[config.mk]
export PLATFORM = sky130hd
export DESIGN_NAME = button_event_gen_flat
export DESIGN_NICKNAME = d
export VERILOG_FILES = /design/src/rtl/io_circuits_pkg.sv /design/src/rtl/button_event_gen_if.sv /design/src/rtl/button_event_fsm.sv /design/src/rtl/button_event_gen.sv /design/src/flat_wrapper.sv
export SDC_FILE = /design/constraint.sdc
export NUM_CORES = 1
export LEC_CHECK = 0
export BUFFER_PORTS_ARGS = -buffer_cell sky130_fd_sc_hd__clkbuf_2
export CORE_MARGIN = 4
export CORE_UTILIZATION = 60
export DETAILED_ROUTE_END_ITERATION = 6
export PLACE_DENSITY = 0.78
export REMOVE_ABC_BUFFERS = 1
export SLEW_MARGIN = 30
export SYNTH_ARGS = -nofsm -noshare
export SYNTH_HDL_FRONTEND = slang
export SYNTH_SLANG_ARGS = --single-unit
[constraint.sdc]
create_clock -name clk -period 5 [get_ports clk]
set_input_delay 0.5 -clock clk [delete_from_list [all_inputs] [get_ports clk]]
set_output_delay 0.5 -clock clk [all_outputs]
set_load 0.02 [all_outputs]
[src/rtl/io_circuits_pkg.sv]
`default_nettype none
// ============================================================================
//  Module      : io_circuits_pkg
//  Description : Shared state encodings and timing constants for the button
//                input path (debouncer -> event generator -> MMIO/FIFO).
//  Revision    : 1.0  initial release
// ============================================================================
package io_circuits_pkg;

    typedef enum logic [1:0] {
        ST_IDLE    = 2'd0,
        ST_PRESSED = 2'd1,
        ST_HELD    = 2'd2
    } btn_state_t;

    // 1 ms tick at a 125 MHz system clock
    localparam int c_tick_1ms_125mhz = 125000;

    function automatic int max_int(input int a, input int b);
        return (a > b) ? a : b;
    endfunction

endpackage
`default_nettype wire

[src/rtl/button_event_gen_if.sv]
`default_nettype none
// ============================================================================
//  Module      : button_event_gen_if
//  Description : Debounced level input and per-channel event outputs.
//  Revision    : 1.0  initial release
// ============================================================================
interface button_event_gen_if #(
    parameter int WIDTH = 1
) ();

    logic [WIDTH-1:0] debounced_in;
    logic [WIDTH-1:0] press_pulse;
    logic [WIDTH-1:0] release_pulse;
    logic [WIDTH-1:0] long_pulse;
    logic [WIDTH-1:0] repeat_pulse;
    logic [WIDTH-1:0] held;

    modport master (
        output debounced_in,
        input  press_pulse,
        input  release_pulse,
        input  long_pulse,
        input  repeat_pulse,
        input  held
    );

    modport slave (
        input  debounced_in,
        output press_pulse,
        output release_pulse,
        output long_pulse,
        output repeat_pulse,
        output held
    );

endinterface
`default_nettype wire

[src/rtl/button_event_fsm.sv]
`default_nettype none
// ============================================================================
//  Module      : button_event_fsm
//  Description : One button channel: edge detect, press/long/repeat FSM,
//                tick counter and registered event outputs.
//  Revision    : 1.0  initial release
// ============================================================================
module button_event_fsm
    import io_circuits_pkg::*;
#(
    parameter int HOLD_TICKS    = 500,
    parameter int REPEAT_TICKS  = 100,
    parameter int EVT_CNT_WIDTH = $clog2(max_int(HOLD_TICKS, REPEAT_TICKS)) + 1
) (
    input  wire logic clk,
    input  wire logic rst_n,
    input  wire logic tick,
    input  wire logic din,
    output logic      press_pulse,
    output logic      release_pulse,
    output logic      long_pulse,
    output logic      repeat_pulse,
    output logic      held
);

    localparam int                       c_repeat_last_int = (REPEAT_TICKS == 0) ? 0 : REPEAT_TICKS - 1;
    localparam logic [EVT_CNT_WIDTH-1:0] c_hold_last       = EVT_CNT_WIDTH'(HOLD_TICKS - 1);
    localparam logic [EVT_CNT_WIDTH-1:0] c_repeat_last     = EVT_CNT_WIDTH'(c_repeat_last_int);
    localparam logic                     c_repeat_en       = (REPEAT_TICKS != 0);

    btn_state_t               r_state;
    btn_state_t               w_state_nxt;
    logic [EVT_CNT_WIDTH-1:0] r_cnt;
    logic [EVT_CNT_WIDTH-1:0] w_cnt_nxt;
    logic                     r_prev;
    logic                     w_rise;
    logic                     w_fall;

    logic r_press;
    logic r_release;
    logic r_long;
    logic r_repeat;
    logic r_held;
    logic w_press_nxt;
    logic w_release_nxt;
    logic w_long_nxt;
    logic w_repeat_nxt;

    assign w_rise = din & ~r_prev;
    assign w_fall = ~din & r_prev;

    // prev resets high so a button held through reset never reports a press
    always_ff @(posedge clk or negedge rst_n) begin
        if (!rst_n) begin
            r_state   <= ST_IDLE;
            r_cnt     <= '0;
            r_prev    <= 1'b1;
            r_press   <= 1'b0;
            r_release <= 1'b0;
            r_long    <= 1'b0;
            r_repeat  <= 1'b0;
            r_held    <= 1'b0;
        end else begin
            r_state   <= w_state_nxt;
            r_cnt     <= w_cnt_nxt;
            r_prev    <= din;
            r_press   <= w_press_nxt;
            r_release <= w_release_nxt;
            r_long    <= w_long_nxt;
            r_repeat  <= w_repeat_nxt;
            r_held    <= (w_state_nxt == ST_HELD);
        end
    end

    always_comb begin
        w_state_nxt   = r_state;
        w_cnt_nxt     = r_cnt;
        w_press_nxt   = 1'b0;
        w_release_nxt = 1'b0;
        w_long_nxt    = 1'b0;
        w_repeat_nxt  = 1'b0;

        case (r_state)
            ST_IDLE: begin
                if (w_rise) begin
                    w_state_nxt = ST_PRESSED;
                    w_cnt_nxt   = '0;
                    w_press_nxt = 1'b1;
                end
            end

            // a release in the same cycle as the threshold tick takes priority
            ST_PRESSED: begin
                if (w_fall) begin
                    w_state_nxt   = ST_IDLE;
                    w_cnt_nxt     = '0;
                    w_release_nxt = 1'b1;
                end else if (tick) begin
                    if (r_cnt == c_hold_last) begin
                        w_state_nxt = ST_HELD;
                        w_cnt_nxt   = '0;
                        w_long_nxt  = 1'b1;
                    end else begin
                        w_cnt_nxt = r_cnt + 1'b1;
                    end
                end
            end

            ST_HELD: begin
                if (w_fall) begin
                    w_state_nxt   = ST_IDLE;
                    w_cnt_nxt     = '0;
                    w_release_nxt = 1'b1;
                end else if (tick && c_repeat_en) begin
                    if (r_cnt == c_repeat_last) begin
                        w_cnt_nxt    = '0;
                        w_repeat_nxt = 1'b1;
                    end else begin
                        w_cnt_nxt = r_cnt + 1'b1;
                    end
                end
            end

            default: begin
                w_state_nxt = ST_IDLE;
                w_cnt_nxt   = '0;
            end
        endcase
    end

    assign press_pulse   = r_press;
    assign release_pulse = r_release;
    assign long_pulse    = r_long;
    assign repeat_pulse  = r_repeat;
    assign held          = r_held;

endmodule
`default_nettype wire

[src/rtl/button_event_gen.sv]
`default_nettype none
// ============================================================================
//  Module      : button_event_gen
//  Description : Shared tick prescaler feeding WIDTH independent button event
//                channels (press, release, long-press, auto-repeat, held).
//  Revision    : 1.0  initial release
// ============================================================================
module button_event_gen
    import io_circuits_pkg::*;
#(
    parameter int WIDTH          = 1,
    parameter int TICK_CNT_MAX   = c_tick_1ms_125mhz,
    parameter int HOLD_TICKS     = 500,
    parameter int REPEAT_TICKS   = 100,
    parameter int TICK_CNT_WIDTH = $clog2(TICK_CNT_MAX) + 1,
    parameter int EVT_CNT_WIDTH  = $clog2(max_int(HOLD_TICKS, REPEAT_TICKS)) + 1
) (
    input  wire logic         clk,
    input  wire logic         rst_n,
    button_event_gen_if.slave bus
);

    localparam logic [TICK_CNT_WIDTH-1:0] c_tick_last = TICK_CNT_WIDTH'(TICK_CNT_MAX - 1);

    logic [TICK_CNT_WIDTH-1:0] r_tick_cnt;
    logic                      w_tick;

    logic [WIDTH-1:0] w_press;
    logic [WIDTH-1:0] w_release;
    logic [WIDTH-1:0] w_long;
    logic [WIDTH-1:0] w_repeat;
    logic [WIDTH-1:0] w_held;

    // free-running from reset release; tick marks the last count of each period
    always_ff @(posedge clk or negedge rst_n) begin
        if (!rst_n) begin
            r_tick_cnt <= '0;
        end else if (w_tick) begin
            r_tick_cnt <= '0;
        end else begin
            r_tick_cnt <= r_tick_cnt + 1'b1;
        end
    end

    assign w_tick = (r_tick_cnt == c_tick_last);

    generate
        for (genvar gi = 0; gi < WIDTH; gi++) begin : g_ch
            button_event_fsm #(
                .HOLD_TICKS    (HOLD_TICKS),
                .REPEAT_TICKS  (REPEAT_TICKS),
                .EVT_CNT_WIDTH (EVT_CNT_WIDTH)
            ) u_fsm (
                .clk           (clk),
                .rst_n         (rst_n),
                .tick          (w_tick),
                .din           (bus.debounced_in[gi]),
                .press_pulse   (w_press[gi]),
                .release_pulse (w_release[gi]),
                .long_pulse    (w_long[gi]),
                .repeat_pulse  (w_repeat[gi]),
                .held          (w_held[gi])
            );
        end
    endgenerate

    assign bus.press_pulse   = w_press;
    assign bus.release_pulse = w_release;
    assign bus.long_pulse    = w_long;
    assign bus.repeat_pulse  = w_repeat;
    assign bus.held          = w_held;

endmodule
`default_nettype wire

[src/flat_wrapper.sv]
// flat-port wrapper written by rule: the top's interface ports become plain ports
module button_event_gen_flat import io_circuits_pkg::*;
#(
    parameter int WIDTH          = 1,
    parameter int TICK_CNT_MAX   = c_tick_1ms_125mhz,
    parameter int HOLD_TICKS     = 500,
    parameter int REPEAT_TICKS   = 100,
    parameter int TICK_CNT_WIDTH = $clog2(TICK_CNT_MAX) + 1,
    parameter int EVT_CNT_WIDTH  = $clog2(max_int(HOLD_TICKS, REPEAT_TICKS)) + 1
)
  (clk, rst_n, bus_debounced_in, bus_press_pulse, bus_release_pulse, bus_long_pulse, bus_repeat_pulse, bus_held);
  button_event_gen_if #(.WIDTH(WIDTH)) bus_i ();
  input  wire logic clk;
  input  wire logic rst_n;
  input wire logic [$bits(bus_i.debounced_in)-1:0] bus_debounced_in;
  output wire logic [$bits(bus_i.press_pulse)-1:0] bus_press_pulse;
  output wire logic [$bits(bus_i.release_pulse)-1:0] bus_release_pulse;
  output wire logic [$bits(bus_i.long_pulse)-1:0] bus_long_pulse;
  output wire logic [$bits(bus_i.repeat_pulse)-1:0] bus_repeat_pulse;
  output wire logic [$bits(bus_i.held)-1:0] bus_held;
  assign bus_i.debounced_in = bus_debounced_in;
  assign bus_press_pulse = bus_i.press_pulse;
  assign bus_release_pulse = bus_i.release_pulse;
  assign bus_long_pulse = bus_i.long_pulse;
  assign bus_repeat_pulse = bus_i.repeat_pulse;
  assign bus_held = bus_i.held;
  button_event_gen #(.WIDTH(WIDTH), .TICK_CNT_MAX(TICK_CNT_MAX), .HOLD_TICKS(HOLD_TICKS), .REPEAT_TICKS(REPEAT_TICKS), .TICK_CNT_WIDTH(TICK_CNT_WIDTH), .EVT_CNT_WIDTH(EVT_CNT_WIDTH)) u_core (.clk(clk), .rst_n(rst_n), .bus(bus_i));
endmodule
==> flow_summary.yaml, run 1 <==
timing:
  finalCritPeriodShare_pct: 48.85
  rsz0062_at_grt: "no"
  hold_viol_final: 0
  finClkSkew_ps: 13.12
  tightest_slew_ps: 774.1
  slew_viol_final: 0
  period_needed_ps: 2443
  fmax_mhz: 409.4
  slew_headroom_pct: 48.39
  tns_ps: 0
  finalSetupViolations: 0
synthesis:
  synth-warning-count: 0
  synth_compound_area_share_pct: 10.90
  synth_area_leader_cell: "dfrtp_1"
  ys_types: 41
  synthMuxAreaShare_pct: 0.6093
  synthTopCellsByArea: "dfrtp_1 47%, nand3_1 4.3%, ha_1 4.1%"
  ys_ff_latch: 36
  synthCells: 175
  synth-xor-area-share_pct: 7.109
  synth_area_um2: 1848
  ys.flop_type: "dfrtp_1"
  synth-simple-area-share_pct: 24.85
  synth.top_cell.area_share_pct: 47.39
  synth_edf_count: 0
  ys_seq_area_share_pct: 48.82
  ys_async_sr_fraction_pct: 100.0
  syn_area_per_cell_um2: 10.56
  synth_top_family_by_area: "simple AND/OR/NAND/NOR gates"
  synth-adder-area-share_pct: 4.062
clock_tree:
  cts_tree: "done"
  postCtsHoldBufs: 0
  htree_levels: 2
  clock_path_buffers: 2
  cts_root_buf: "clkbuf_4"
  post-cts-setup-buffers: 0
  cts.repair.resized: 0
  clkLatencyLatePin_ps: 340
  cts_sinks: 36
  numCtsBuffers: 5
  clk_pin_slew_worst_paths_ps: 110
detailed_routing:
  drc: 0
  first_pass_iters: 5
  detail_route.wl_per_cell_um: 15.94
  viasPerCell: 6.362
  vias: 1387
  routed_wl_um: 3475
  drt_iter0_markers: 100
  drtAntennaViolNets: 0
floorplan:
  coreArea_um2: 2853
  io_pins: 8
  fp.dieH_um: 63.50
  core.rowCount: 19
  start_util_pct: 64.78
  dieWidth_um: 63.50
  fp.dieArea_um2: 4032
critical_path:
  crit_path_max_incr_delay_ps: 520
  path_max_fanout: 10
  crit_arrival_ps: 2710
  worstPathRequired_ps: 5270
  setup.worst_path.end_class: "flop"
  critPathTopFamily: "compound AO/OA/AOI/OAI gates"
  slowest_stage: "a21boi_2"
  regToRegSetupSlack_ps: 2560
  crit_buf_inv: 0
  start_kind: "flop"
  worstSetupPathType: "flop to flop"
  crit_chain: "ha_1 > nor4b_1 > and4_1 > o2bb2ai_1 > a21boi_2 > a41o_1"
power_and_ir_drop:
  p_sw_share_pct: 30.02
  p_clk_share_pct: 26.2
  combPwrFrac_pct: 19.1
  p_leak_nw: 0.9392
  cellPowerDensity_nw_per_um2: 292.4
  irDropWorstVdd_v: 0.0001495
  seq_power_share_pct: 54.7
  internal_power_w: 0.0003973
  net-switching-power_w: 0.0001705
hold_path:
  hold_path.class: "input pin to async pin"
layout:
  diodes: 0
  fin_nets: 195
  seq_area_um2: 902.1
  multi_input_area_um2: 878.3
  layout-drive-gt1-share_pct: 13.37
  design_area_um2: 1942
  area_delta_synth_final_pct: 5.078
  fillers: 223
global_route:
  grt_start_max_net_pins: 37
  grt_usage_pct: 19.26
  grt_pass1_wl_um: 6223
  grt_overflow: 0
  grt_pass1_vias: 1386
  antenna_found_initial: 0
placed_design:
  dp_hpwl_um: 2485
  portBuffers: 7
  placed_cell_area_um2: 1892
  place_congestion: 0.7791
job:
  cap_violations: 0
run_status:
  status: "finished clean"
## layer usage
| layer | wire length [um] | track usage, % | share of wire [%] | up-vias |
|---|---|---|---|---|
| met5 | 0 | 0 | 0 | - |
| met4 | 36 | 6.469 | 1.0 | 0 |
| met3 | 151 | 5.861 | 4.3 | 5 |
| met2 | 1687 | 31.29 | 49 | 34 |
| met1 | 1600 | 24.34 | 46 | 688 |
| li1 | - | - | - | 660 |
## power by group through the flow
stage          Combinational, W  Clock (W)  Sequential [W]
6_report               0.000109   0.000148        0.000311
5_1_grt                0.000119   0.000166        0.000312
4_1_cts                0.000107   0.000149        0.000310
3_5_place_dp           0.000106          0        0.000316
3_3_place_gp           0.000101          0        0.000315
2_1_floorplan         0.0000739          0        0.000317
## final timing paths
kind / from / endpoint / cells past startpoint
max: u_core.g_ch[0].u_fsm.r_cnt[0] / u_core.g_ch[0].u_fsm.r_cnt[5] / 6
min: rst_n / u_core.r_tick_cnt[0] / 1
max reg2reg: u_core.g_ch[0].u_fsm.r_cnt[0] / u_core.g_ch[0].u_fsm.r_cnt[5] / 6
min reg2reg: u_core.r_tick_cnt[17] / u_core.r_tick_cnt[17] / 1
max in group asynchronous: rst_n / u_core.g_ch[0].u_fsm.r_cnt[2] / 1
min in group clk: bus_debounced_in / u_core.g_ch[0].u_fsm.r_prev / 1
## registers in the layout (all words and copies together), names as in the netlist
| name | flops |
|---|---|
| u_core.g_ch.u_fsm.long_pulse | 1 |
| u_core.g_ch.u_fsm.r_cnt | 10 |
| u_core.g_ch.u_fsm.r_state | 2 |
| u_core.g_ch.u_fsm.press_pulse | 1 |
| u_core.g_ch.u_fsm.release_pulse | 1 |
| u_core.g_ch.u_fsm.r_prev | 1 |
| u_core.g_ch.u_fsm.held | 1 |
| u_core.r_tick_cnt | 18 |
| u_core.g_ch.u_fsm.repeat_pulse | 1 |
## kinds of logic (layout without fill, tap and decap cells)
family	after synthesis	count (layout)
adder cells (fa/ha/maj)	6	6
multiplexers	1	1
flip-flops	36	36
AO/OA/AOI/OAI	24	24
AND/OR/NAND/NOR	81	81
XOR/XNOR	15	15
buffers and inverters	12	24
## cell usage after synthesis (all sizes together) (5+ instances only)
cell type / instances
dfrtp: 35
nor2: 20
nand3: 16
and3: 11
nand2: 10
inv: 8
xnor2: 8
xor2: 7
ha: 6
a21oi: 5
a221o: 5
## cell type report
type / count / share of cell area (%)
clock buffers: 7 / 2.320
clock inverters: 1 / 0.2577
inverters: 8 / 1.546
multi-input cells: 127 / 45.23
flip-flops and latches: 36 / 46.46
well taps: 31 / 1.997
repair buffers: 8 / 2.191
## cell usage in the layout, fill, tap and decap left out, types with 4 or more instances in the layout
cell type and n:
nor3_1 4, nand2_1 10, dfrtp_1 35, and3_1 10, nand4_1 4, a221o_1 5, nor2_1 20, xnor2_1 8
inv_1 8, clkbuf_2 6, a21oi_1 5, ha_1 6, nand3_1 16, clkbuf_4 5, xor2_1 7
## stage by stage
step	hold WS, ps	utilization (%)	instances	setup slack, ps	power, W
2_1_floorplan	204.4	-	171	3028	0.0003910
3_3_place_gp	485.7	66.32	210	2811	0.0004162
3_5_place_dp	502.0	66.32	210	2619	0.0004225
4_1_cts	269.9	68.07	218	2602	0.0005668
5_1_grt	265.7	68.07	218	2398	0.0005974
6_report	231.1	68.07	218	2557	0.0005678
No activity file was read; power rests on OpenSTA's default activity.
==> run 2: changes to the inputs <==
- clock period: 5 -> 2.5 ns (I/O delays scaled with it)
==> flow_summary.yaml, run 2 (same netlist as run 1, synthesis figures left out) <==
run_status:
  status: "complete, but fails checks"
  violations: "hold timing"
timing:
  whs_ps: -23.45
  tns_ps: 0
  finalCritPeriodShare_pct: 87.67
  hold_viol_final: 35
  period_needed_ps: 2192
  setup_ws_ps: 308.3
  finalSetupViolations: 0
  finClkSkew_ps: 6.189
  slew_viol_final: 0
  fmax_mhz: 456.3
  tightest_slew_ps: 766.7
  slew_headroom_pct: 48.88
  rsz0062_at_grt: "no"
layout:
  mostFrequentLayoutCells: "35 x dfrtp_1, 20 x nor2_1, 16 x nand3_1, 10 x and3_1, 10 x nand2_1"
  fin_nets: 196
  fillers: 204
  diodes: 0
  top_regs: "u_core.r_tick_cnt: 18 flops, u_core.g_ch.u_fsm.r_cnt: 10 flops, u_core.g_ch.u_fsm.r_state: 2 flops"
  layout-drive-gt1-share_pct: 14.36
  regMostFlops: "u_core.r_tick_cnt"
  largest_reg_flops: 18
  area_delta_synth_final_pct: 6.906
  final_common_cell: "dfrtp_1"
global_route:
  grt_start_max_net_pins: 37
  grt_pass1_vias: 1342
  antenna_found_initial: 0
  grt_overflow: 0
  grt_pass1_wl_um: 5934
  grt_usage_pct: 18.54
clock_tree:
  cts_sinks: 36
  post-cts-setup-buffers: 0
  cts_tree: "done"
  clock_path_buffers: 2
  cts.repair.resized: 0
  numCtsBuffers: 5
  htree_levels: 2
  postCtsHoldBufs: 0
  cts_root_buf: "clkbuf_4"
  clk_pin_slew_worst_paths_ps: 100
  clkLatencyLatePin_ps: 340
detailed_routing:
  drtAntennaViolNets: 0
  drt_iter0_markers: 91
  vias: 1344
  routed_wl_um: 3247
  first_pass_iters: 4
  drc: 0
  detail_route.wl_per_cell_um: 14.83
  viasPerCell: 6.137
power_and_ir_drop:
  cellPowerDensity_nw_per_um2: 624.5
  p_leak_nw: 0.9575
  irDropWorstVdd_v: 0.0004012
hold_path:
  hold_path.class: "input pin to async pin"
critical_path:
  start_kind: "flop"
  path_max_fanout: 8
  worstSetupPathType: "flop to flop"
  worstPathRequired_ps: 2730
  crit_arrival_ps: 2420
  setup.worst_path.end_class: "flop"
floorplan:
  fp.dieH_um: 63.50
  dieWidth_um: 63.50
  io_pins: 8
  core.rowCount: 19
  fp.dieArea_um2: 4032
  coreArea_um2: 2853
  start_util_pct: 64.78
placed_design:
  place_congestion: 0.8207
  portBuffers: 7
  dp_hpwl_um: 2313
  place_ws_ps: 350.7
job:
  cap_violations: 0
==> run 2: changes by cell type in the layout (fill, tap and decap cells not counted), sizes merged <==
cell,before,now
buf,2,3
bufinv,0,1
clkbuf,13,12
==> run 2: worst paths after layout <==
check                      cells after the start                                to                           from  slack [ps]
max in group asynchronous                      1     u_core.g_ch[0].u_fsm.r_cnt[7]                          rst_n        2040
min                                            1  u_core.g_ch[0].u_fsm.press_pulse                          rst_n         -20
min reg2reg                                    1             u_core.r_tick_cnt[17]          u_core.r_tick_cnt[17]         500
max                                            7     u_core.g_ch[0].u_fsm.r_cnt[2]  u_core.g_ch[0].u_fsm.r_cnt[0]         310
min in group clk                               1       u_core.g_ch[0].u_fsm.r_prev               bus_debounced_in          20
max reg2reg                                    7     u_core.g_ch[0].u_fsm.r_cnt[2]  u_core.g_ch[0].u_fsm.r_cnt[0]         310
==> run 2: stage by stage <==
stage	hold slack [ps]	util [%]	total power, W	std cells	area, um2
2_1_floorplan	-45.59	-	0.0007819	171	1810
4_1_cts	16.88	69.25	0.001237	219	1976
5_1_grt	13.35	69.25	0.001296	219	1976
3_5_place_dp	373.4	66.58	0.0008422	211	1899
6_report	-23.45	69.25	0.001234	219	1976
3_3_place_gp	365.1	66.58	0.0008344	211	1899
==> run 2: power by group <==
part	leakage (nW)	switching [W]	internal, W	total (W)
clock network	0.0422	0.000186	0.000210	0.000395
registers	0.482	0.0000181	0.000603	0.000621
logic	0.433	0.000131	0.0000858	0.000217
total	0.958	0.000335	0.000899	0.00123
==> run 2: metal layers <==
metal / vias to the layer above / wire length (um) / GRT usage (%)
li1: 656 / - / -
met1: 664 / 1563 / 24.00
met2: 16 / 1539 / 28.94
met3: 8 / 78 / 4.618
met4: 0 / 65 / 8.895
met5: - / 0 / 0
==> run 2: cell type report <==
class	instances	area (um2)	area share, %
tap	31	38.79	1.963
sequential	36	902.1	45.66
clock buffer	6	41.29	2.090
inverter	8	30.03	1.520
multi-input combinational	127	878.3	44.46
clock inverter	2	35.03	1.773
timing repair buffer	9	50.05	2.533
==> run 2: critical path, stage by stage (launching register included) <==
cell	delay [ps]
dfrtp_1	400
ha_1	220
nor4b_1	390
and4_1	360
o2bb2ai_1	100
buf_4	170
and3b_1	180
a221o_1	260
